<file path="src/rtl/led_pwm_breather.sv">
// Purpose: 8-bit PWM LED driver whose level is either a manual input or a tick-driven breathing ramp.
// Latency: led and period_start are registered, 1 clk behind pwm_cnt. duty_active reloads only at the 255->0 wrap.
// Backpressure: none. tick is a fire-and-forget pulse, and every high cycle counts as one tick.
module led_pwm_breather #(
   parameter logic [7:0] STEP       = 8'd4,
   parameter logic [7:0] HOLD_TICKS = 8'd16
) (
   input  logic       clk,
   input  logic       rst,
   input  logic       tick,
   input  logic       enable,
   input  logic       mode,
   input  logic [7:0] duty_in,
   output logic       led,
   output logic [7:0] duty_active,
   output logic       period_start
);

   typedef enum logic [2:0] {
      IDLE      = 3'd0,
      RAMP_UP   = 3'd1,
      HOLD_HI   = 3'd2,
      RAMP_DOWN = 3'd3,
      HOLD_LO   = 3'd4
   } state_t;

   // Breathing context: everything that must freeze together when mode=0.
   typedef struct packed {
      state_t     state;
      logic [7:0] level;
      logic [7:0] hold_cnt;
   } breath_t;

   // Upward step that would land at or above this value saturates to full-on.
   localparam logic [8:0] UP_LIMIT   = 9'd255 - {1'b0, STEP};
   // A level at or below 2*STEP would land at or under STEP, so it snaps to zero instead.
   localparam logic [8:0] DOWN_LIMIT = {1'b0, STEP} + {1'b0, STEP};
   localparam logic [7:0] HOLD_LAST  = HOLD_TICKS - 8'd1;

   logic [7:0] pwm_cnt;
   breath_t    br_q;
   breath_t    br_d;
   logic       adv;
   logic [8:0] up_sum;

   // The FSM only moves on a tick while the block is active and in breathe mode.
   assign adv    = tick & enable & mode;
   // The sum is 9 bits wide so the saturation test sees the true value, not an 8-bit wrap.
   assign up_sum = {1'b0, br_q.level} + {1'b0, STEP};

   // Breathing state register. rst wins over everything.
   always_ff @(posedge clk) begin
      if (rst) begin
         br_q.state    <= IDLE;
         br_q.level    <= 8'd0;
         br_q.hold_cnt <= 8'd0;
      end else begin
         br_q <= br_d;
      end
   end

   // Next breathing context. enable=0 parks the FSM at IDLE with level 0; mode=0 just holds.
   always_comb begin
      br_d = br_q;
      if (!enable) begin
         br_d.state    = IDLE;
         br_d.level    = 8'd0;
         br_d.hold_cnt = 8'd0;
      end else if (adv) begin
         case (br_q.state)
            IDLE: begin
               br_d.state    = RAMP_UP;
               br_d.level    = 8'd0;
               br_d.hold_cnt = 8'd0;
            end
            RAMP_UP: begin
               if (up_sum >= UP_LIMIT) begin
                  br_d.state    = HOLD_HI;
                  br_d.level    = 8'd255;
                  br_d.hold_cnt = 8'd0;
               end else begin
                  br_d.level = up_sum[7:0];
               end
            end
            HOLD_HI: begin
               if (br_q.hold_cnt == HOLD_LAST) begin
                  br_d.state    = RAMP_DOWN;
                  br_d.hold_cnt = 8'd0;
               end else begin
                  br_d.hold_cnt = br_q.hold_cnt + 8'd1;
               end
            end
            RAMP_DOWN: begin
               if ({1'b0, br_q.level} <= DOWN_LIMIT) begin
                  br_d.state    = HOLD_LO;
                  br_d.level    = 8'd0;
                  br_d.hold_cnt = 8'd0;
               end else begin
                  br_d.level = br_q.level - STEP;
               end
            end
            HOLD_LO: begin
               if (br_q.hold_cnt == HOLD_LAST) begin
                  br_d.state    = RAMP_UP;
                  br_d.hold_cnt = 8'd0;
               end else begin
                  br_d.hold_cnt = br_q.hold_cnt + 8'd1;
               end
            end
            default: begin
               br_d.state    = IDLE;
               br_d.level    = 8'd0;
               br_d.hold_cnt = 8'd0;
            end
         endcase
      end
   end

   // PWM timebase. Duty is latched only at the wrap, so a period is never glitched mid-way.
   always_ff @(posedge clk) begin
      if (rst) begin
         pwm_cnt      <= 8'd0;
         duty_active  <= 8'd0;
         led          <= 1'b0;
         period_start <= 1'b0;
      end else begin
         pwm_cnt      <= pwm_cnt + 8'd1;
         period_start <= (pwm_cnt == 8'd0);
         led          <= enable & (pwm_cnt < duty_active);
         if (pwm_cnt == 8'hFF) begin
            duty_active <= mode ? br_q.level : duty_in;
         end
      end
   end

endmodule

</file>
<file path="config.mk">
export PLATFORM = sky130hd
export DESIGN_NAME = led_pwm_breather
export DESIGN_NICKNAME = d
export VERILOG_FILES = /design/src/rtl/led_pwm_breather.sv
export SDC_FILE = /design/constraint.sdc
export NUM_CORES = 1
export LEC_CHECK = 0
export CAP_MARGIN = 20
export CORE_MARGIN = 5
export CORE_UTILIZATION = 51
export DETAILED_ROUTE_END_ITERATION = 7
export GPL_TIMING_DRIVEN = 0
export PLACE_DENSITY = 0.76
export RECOVER_POWER = 50
export SLEW_MARGIN = 20
export SYNTH_ARGS = -nofsm -noshare
export SYNTH_HDL_FRONTEND = slang
export SYNTH_SLANG_ARGS = --single-unit
</file>
<file path="constraint.sdc">
create_clock -name clk -period 2 [get_ports clk]
set_input_delay 0.3 -clock clk [delete_from_list [all_inputs] [get_ports clk]]
set_output_delay 0.3 -clock clk [all_outputs]
set_load 0.005 [all_outputs]
</file>
==> flow_summary.json, run 1 <==
{
  "cts_sinks": 36,
  "dieArea_um2": 5610,
  "die_w_um": 74.9,
  "drc": 0,
  "design.core.area_um2": 4030,
  "synth_top_family_by_area": "simple AND/OR/NAND/NOR gates",
  "cts_tree": "built",
  "synth.area.top_cells": "dfxtp_1 34%, ha_1 8.2%, nor2_1 5.4%, o21ai_0 4.7%, mux2i_1 4.2%",
  "ys_seq_elements": 36,
  "io_pins": 23,
  "root_buffer": "clkbuf_8",
  "cp_slowest_stage_delay_ns": 0.40,
  "clock_latency_ns": 0.30,
  "yosysMostFrequentCell": "dfxtp_1",
  "vias_per_cell": 5.97,
  "violations": "negative setup slack",
  "rows": 23,
  "power_density_nw_per_um2": 482,
  "grt_pass1_wl_um": 8650,
  "ir_worst_vdd_v": 0.000322,
  "maxCapViolCount": 0,
  "cts_hold_buf": 0,
  "synth_flop_cell": "dfxtp_1",
  "antenna_left": 0,
  "final_core_util_pct": 69.0,
  "crit_fanout": 5,
  "yosysWarnings": 0,
  "worst-endpoint-arrival_ns": 2.25,
  "synth_seq_area_share_pct": 33.6,
  "crit_slowest_cell": "or3_4",
  "grt_max_degree": 11,
  "dp_hpwl_um": 3650,
  "fmax_mhz": 478,
  "crit_end": "br_q[13]",
  "diodes": 0,
  "initialDrtViolationCount": 162,
  "fin_nets": 334,
  "rsz0062_at_grt": "yes",
  "power_leakage_nw": 1.02,
  "firstDrtPassIters": 4,
  "path_cells": "or3_4 > a211oi_4 > buf_4 > nand2b_2 > o41ai_1 > a211oi_1 > a211oi_1",
  "hp-class": "in2reg",
  "r2r_slack_ns": -0.09,
  "tightest_slew_ns": 0.704,
  "status": "finished with violations",
  "cts_made_buffers": 5,
  "relSlewSlack_pct": 53.1,
  "hp-start": "rst",
  "crit_path_end_kind": "register",
  "setup_tns_ns": -0.229,
  "cp_data_required_time_ns": 2.16,
  "worst_clock_skew_ns": 0.00726,
  "slew_viol_final": 0,
  "synth_compound_area_share_pct": 20.9,
  "synth.distinct_cells": 46,
  "syn-num-nets": 290,
  "area_growth_pct": 29.4,
  "finalCriticalPeriod_ns": 2.09,
  "vias": 2130,
  "wirelength_um": 5560,
  "synth_xor_area_share_pct": 3.26,
  "critPathLaunch": "br_q[12]",
  "synth_common_cells": "36 x dfxtp_1, 31 x nor2_1, 20 x o21ai_0, 16 x a21oi_1, 16 x nand3_1",
  "start_util_pct": 53.3,
  "clk_pin_slew_ns": 0.07,
  "min_path_cells": 2,
  "synth_top_cell_area_share_pct": 33.6,
  "drive_above_1_share_pct": 20.2,
  "gr-total-overflow": 0,
  "reg2regPathDepth": 7,
  "grt_antenna_before_repair": 0,
  "finalSetupViolations": 6,
  "synthMuxAreaShare_pct": 4.20,
  "finalHoldViolations": 0,
  "start_kind": "register",
  "synth_edf_count": 0,
  "critPathMostFrequentCell": "a211oi_1",
  "groute.usage.overall_pct": 20.3,
  "synthArstFlopShare_pct": 0,
  "dieHeight_um": 74.9,
  "worst_r2r_startpoint": "br_q[12]",
  "cts_max_level": 2,
  "synthAdderAreaFrac_pct": 8.16,
  "grt_pass1_vias": 1936,
  "synth_area_leader_cell": "dfxtp_1",
  "synth-simple-area-share_pct": 25.2,
  "final.fill_count": 329,
  "gp_congestion": 0.877,
  "syn_avg_cell_area_um2": 8.16,
  "fin_crit_sh_pct": 105,
  "r2r_end": "br_q[13]",
  "finalWorstSetupSlack_ns": -0.0933,
  "synth_cells": 263,
  "syn_area_um2": 2150,
  "path_class": "reg2reg",
  "clk_path_buf_depth": 2,
  "numPortBuffers": 20,
  "wl_per_cell_um": 15.6
}
-- per-stage QoR --
stage               cells  area, um2  worst slack [ns]  hold WS (ns)  total power, W
global route          357       2780            -0.200         0.458         0.00139
finish                357       2780           -0.0933         0.373         0.00134
detailed placement    333       2450            -0.219         0.470        0.000853
floorplan             263       2180           0.00727         0.437        0.000808
CTS                   352       2680           -0.0245         0.377         0.00135
global placement      333       2450            -0.211         0.461        0.000852
-- layer usage --
metal  GRT usage [%]  up-vias  routed length (um)
met5               0        -                   0
met4            10.1        0                 177
met3            4.01       23                 323
met2            33.9       66                2610
met1            24.7     1009                2440
li1                -     1032                   -
-- cell usage in the layout, fill, tap and decap left out, types with 10 or more instances in the layout --
cell             count
nand3_1             14
inv_1               10
buf_4               18
nor2_1              29
a21oi_1             12
nand2_1             14
o21ai_0             13
dfxtp_1             31
a211oi_1            11
clkdlybuf4s50_1     12
ha_1                12
-- critical path: cells and delay by family, from the launching register on --
family / cells / cell delay [ns]
compound gates: 4 / 0.85
simple gates: 2 / 0.57
flops: 1 / 0.34
buf+inv: 1 / 0.19
-- state kept, by name (all words and copies together), names as in the netlist --
name,count
led,1
pwm_cnt,8
duty_active,8
br_q,18
period_start,1
-- how the worst min path moves through the flow --
stage	end
detailed placement	pwm_cnt[0]
floorplan	pwm_cnt[0]
global route	pwm_cnt[1]
finish	pwm_cnt[1]
global placement	pwm_cnt[0]
CTS	pwm_cnt[1]
-- logic make-up (layout without fill, tap and decap cells) --
family,after synthesis,in the layout
buffers and inverters,24,68
and+or+nand+nor,104,104
DFF,36,36
adders and majority gates,14,14
muxes,9,9
xor gates and xnor gates,8,8
AOI/OAI and AO/OA,68,68
-- area by class of cell --
| cell class | instances | area, um2 | share of cell area, % |
|---|---|---|---|
| Inverter | 12 | 52.6 | 1.89 |
| Clock buffer | 6 | 72.6 | 2.61 |
| Buffer | 11 | 73.8 | 2.66 |
| Tap cell | 50 | 62.6 | 2.25 |
| Timing Repair Buffer | 38 | 335 | 12.1 |
| Sequential cell | 36 | 732 | 26.3 |
| Clock inverter | 1 | 5.00 | 0.180 |
| Multi-Input combinational cell | 203 | 1450 | 52.0 |
-- power breakdown --
part / switching (W) / total [W] / internal, W
combinational: 0.0000536 / 0.000110 / 0.0000564
sequential: 0.00000859 / 0.000731 / 0.000723
clock: 0.000261 / 0.000497 / 0.000237
-- timing repair --
action / 4_1_cts / 5_1_grt
gates resized for setup: 20 / 21
endpoints found under the setup margin: 10 / 15
pin swaps: 10 / 6
setup buffers: 13 / 5
Note: power is estimated with default switching activity, not from simulation.
==> inputs of run 2 (changes only) <==
SETUP_SLACK_MARGIN = 0.2   (was default)
==> run 2 against run 1 <==
Flip-flop and latch count stayed put. Combinational power is 8% higher. Highest routed layer unchanged. Register-to-register slack better by 0.03 ns. Die area stayed put. The run still ends with negative setup slack left. Sequential power hardly changed. Final area is 6.8% higher. Cell count is 2.0% higher. Clock power is 1% lower. Global-route usage is 3.1 points higher. Non-clock buffer count is 7 higher. Power is 0.22% higher. Largest cell class unchanged.
==> flow_summary.json, run 2 (synthesis gave the netlist of run 1 again) <==
{
  "finalCriticalPeriod_ns": 2.07,
  "largest_register_ffs": 18,
  "area_growth_pct": 38.2,
  "cts_max_level": 2,
  "power_leakage_nw": 1.08,
  "design.core.area_um2": 4030,
  "groute.usage.overall_pct": 23.4,
  "drive_above_1_share_pct": 26.1,
  "cts_made_buffers": 5,
  "grt_pass1_wl_um": 10100,
  "r2r_slack_ns": -0.07,
  "wirelength_um": 6080,
  "largest_register": "br_q",
  "critPathMostFrequentCell": "a31o_4",
  "vias": 2175,
  "cts_sinks": 36,
  "dieArea_um2": 5610,
  "cts_tree": "built",
  "rsz0062_at_grt": "yes",
  "largest_registers": "br_q (18), duty_active (8), pwm_cnt (8)",
  "final.fill_count": 290,
  "grt_pass1_vias": 2073,
  "rows": 23,
  "root_buffer": "clkbuf_8",
  "reg2regPathDepth": 10,
  "violations": "negative setup slack",
  "status": "finished with violations",
  "maxCapViolCount": 0,
  "finalWorstSetupSlack_ns": -0.0681,
  "finalHoldViolations": 0,
  "start_kind": "register",
  "cp_data_required_time_ns": 2.18,
  "numPortBuffers": 20,
  "clk_path_buf_depth": 2,
  "start_util_pct": 53.3,
  "fmax_mhz": 484,
  "grt_max_degree": 11,
  "wl_met2_um": 2880,
  "cts_hold_buf": 0,
  "worst_clock_skew_ns": 0.00603,
  "initialDrtViolationCount": 171,
  "layout_commonest_cell": "dfxtp_1",
  "crit_slowest_cell": "dfxtp_2",
  "path_cells": "buf_6 > inv_4 > ha_4 > o21ai_1 > nor2_1 > o2111ai_2 > a31o_4 > buf_4 > clkbuf_8 > a31o_4",
  "die_w_um": 74.9,
  "diodes": 0,
  "finalSetupViolations": 9,
  "tightest_slew_ns": 0.655,
  "dieHeight_um": 74.9,
  "clock_latency_ns": 0.29,
  "multi_input_comb_area_um2": 1550,
  "slew_viol_final": 0,
  "min_to": "pwm_cnt[1]",
  "power_density_nw_per_um2": 452,
  "firstDrtPassIters": 4,
  "hp-start": "rst",
  "gr-total-overflow": 0,
  "min_path_cells": 2,
  "final_core_util_pct": 73.6,
  "fin_crit_sh_pct": 103,
  "drc": 0,
  "ff_latch_area_um2": 729,
  "holdWs_ns": 0.396,
  "top_layer": "met4",
  "io_pins": 23,
  "grt_antenna_before_repair": 0,
  "hp-class": "in2reg",
  "cp_slowest_stage_delay_ns": 0.33,
  "dp_hpwl_um": 3640,
  "ir_worst_vdd_v": 0.000355,
  "vias_per_cell": 5.98,
  "met1_length_um": 2580,
  "relSlewSlack_pct": 56.3,
  "final_cell_mix": "31 x dfxtp_1, 28 x nor2_1, 20 x buf_4",
  "met3_length_um": 436,
  "fin_nets": 341,
  "r2r_end": "br_q[0]",
  "antenna_left": 0,
  "worst_r2r_startpoint": "br_q[10]",
  "path_class": "reg2reg",
  "wl_per_cell_um": 16.7,
  "crit_path_end_kind": "register",
  "worst-endpoint-arrival_ns": 2.25,
  "gp_congestion": 0.869,
  "clk_pin_slew_ns": 0.07,
  "crit_fanout": 8
}
## run 2: cell count changes in the layout (fill, tap and decap cells not counted), sizes merged
cell | previous run | this run
clkdlybuf4s50 | 12 | 14
dlygate4sd3 | 8 | 6
clkbuf | 12 | 15
buf | 23 | 27
## run 2: worst max-delay path by stage
| stage | from | endpoint | slack, ns | cells past startpoint |
|---|---|---|---|---|
| 2_1_floorplan | br_q[14] | br_q[5] | 0.08 | 6 |
| 3_3_place_gp | br_q[10] | br_q[6] | -0.13 | 9 |
| 3_5_place_dp | br_q[10] | br_q[6] | -0.18 | 9 |
| 4_1_cts | br_q[14] | br_q[6] | -0.06 | 7 |
| 5_1_grt | br_q[11] | br_q[6] | -0.16 | 8 |
| 6_report | br_q[10] | br_q[0] | -0.07 | 10 |
## run 2: routing by layer
metal / track usage [%] / vias up
met4: 9.88 / 0
met2: 37.7 / 89
met1: 30.2 / 1019
met5: 0 / -
li1: - / 1049
met3: 4.81 / 18
## run 2: stage by stage
stage / power, W / setup slack, ns / instances / instance area [um2] / TNS, ns
floorplan: 0.000810 / 0.0753 / 263 / 2210 / 0
global placement: 0.000853 / -0.127 / 333 / 2470 / -0.479
CTS: 0.00135 / -0.0638 / 362 / 2880 / -0.161
detailed placement: 0.000855 / -0.185 / 333 / 2470 / -0.700
finish: 0.00134 / -0.0681 / 364 / 2970 / -0.285
global route: 0.00140 / -0.164 / 364 / 2970 / -1.40
## run 2: what timing repair did
item,CTS,global route
setup endpoints to repair,19,24
resized for setup,41,20
setup buffers,20,2
pin swaps,21,9
gates cloned,2,0
## run 2: layout make-up
cell class,count,share of cell area [%]
Multi-Input combinational cell,203,52.2
Sequential cell,36,24.6
Timing Repair Buffer,44,13.3
Buffer,12,3.46
Clock buffer,6,2.45
Tap cell,50,2.11
Inverter,12,1.69
Clock inverter,1,0.169
## run 2: power breakdown
group | leakage [nW] | internal [W] | switching [W]
Combinational | 0.747 | 0.0000628 | 0.0000567
Clock | 0.0410 | 0.000237 | 0.000253
Sequential | 0.294 | 0.000724 | 0.00000820
## run 2: worst max-delay path: cells and delay by family (launching register included)
family | cells | cell delay [ns]
AOI/OAI and AO/OA | 4 | 0.74
adders and majority gates | 1 | 0.27
buffers and inverters | 4 | 0.49
DFF | 1 | 0.33
and+or+nand+nor | 1 | 0.11
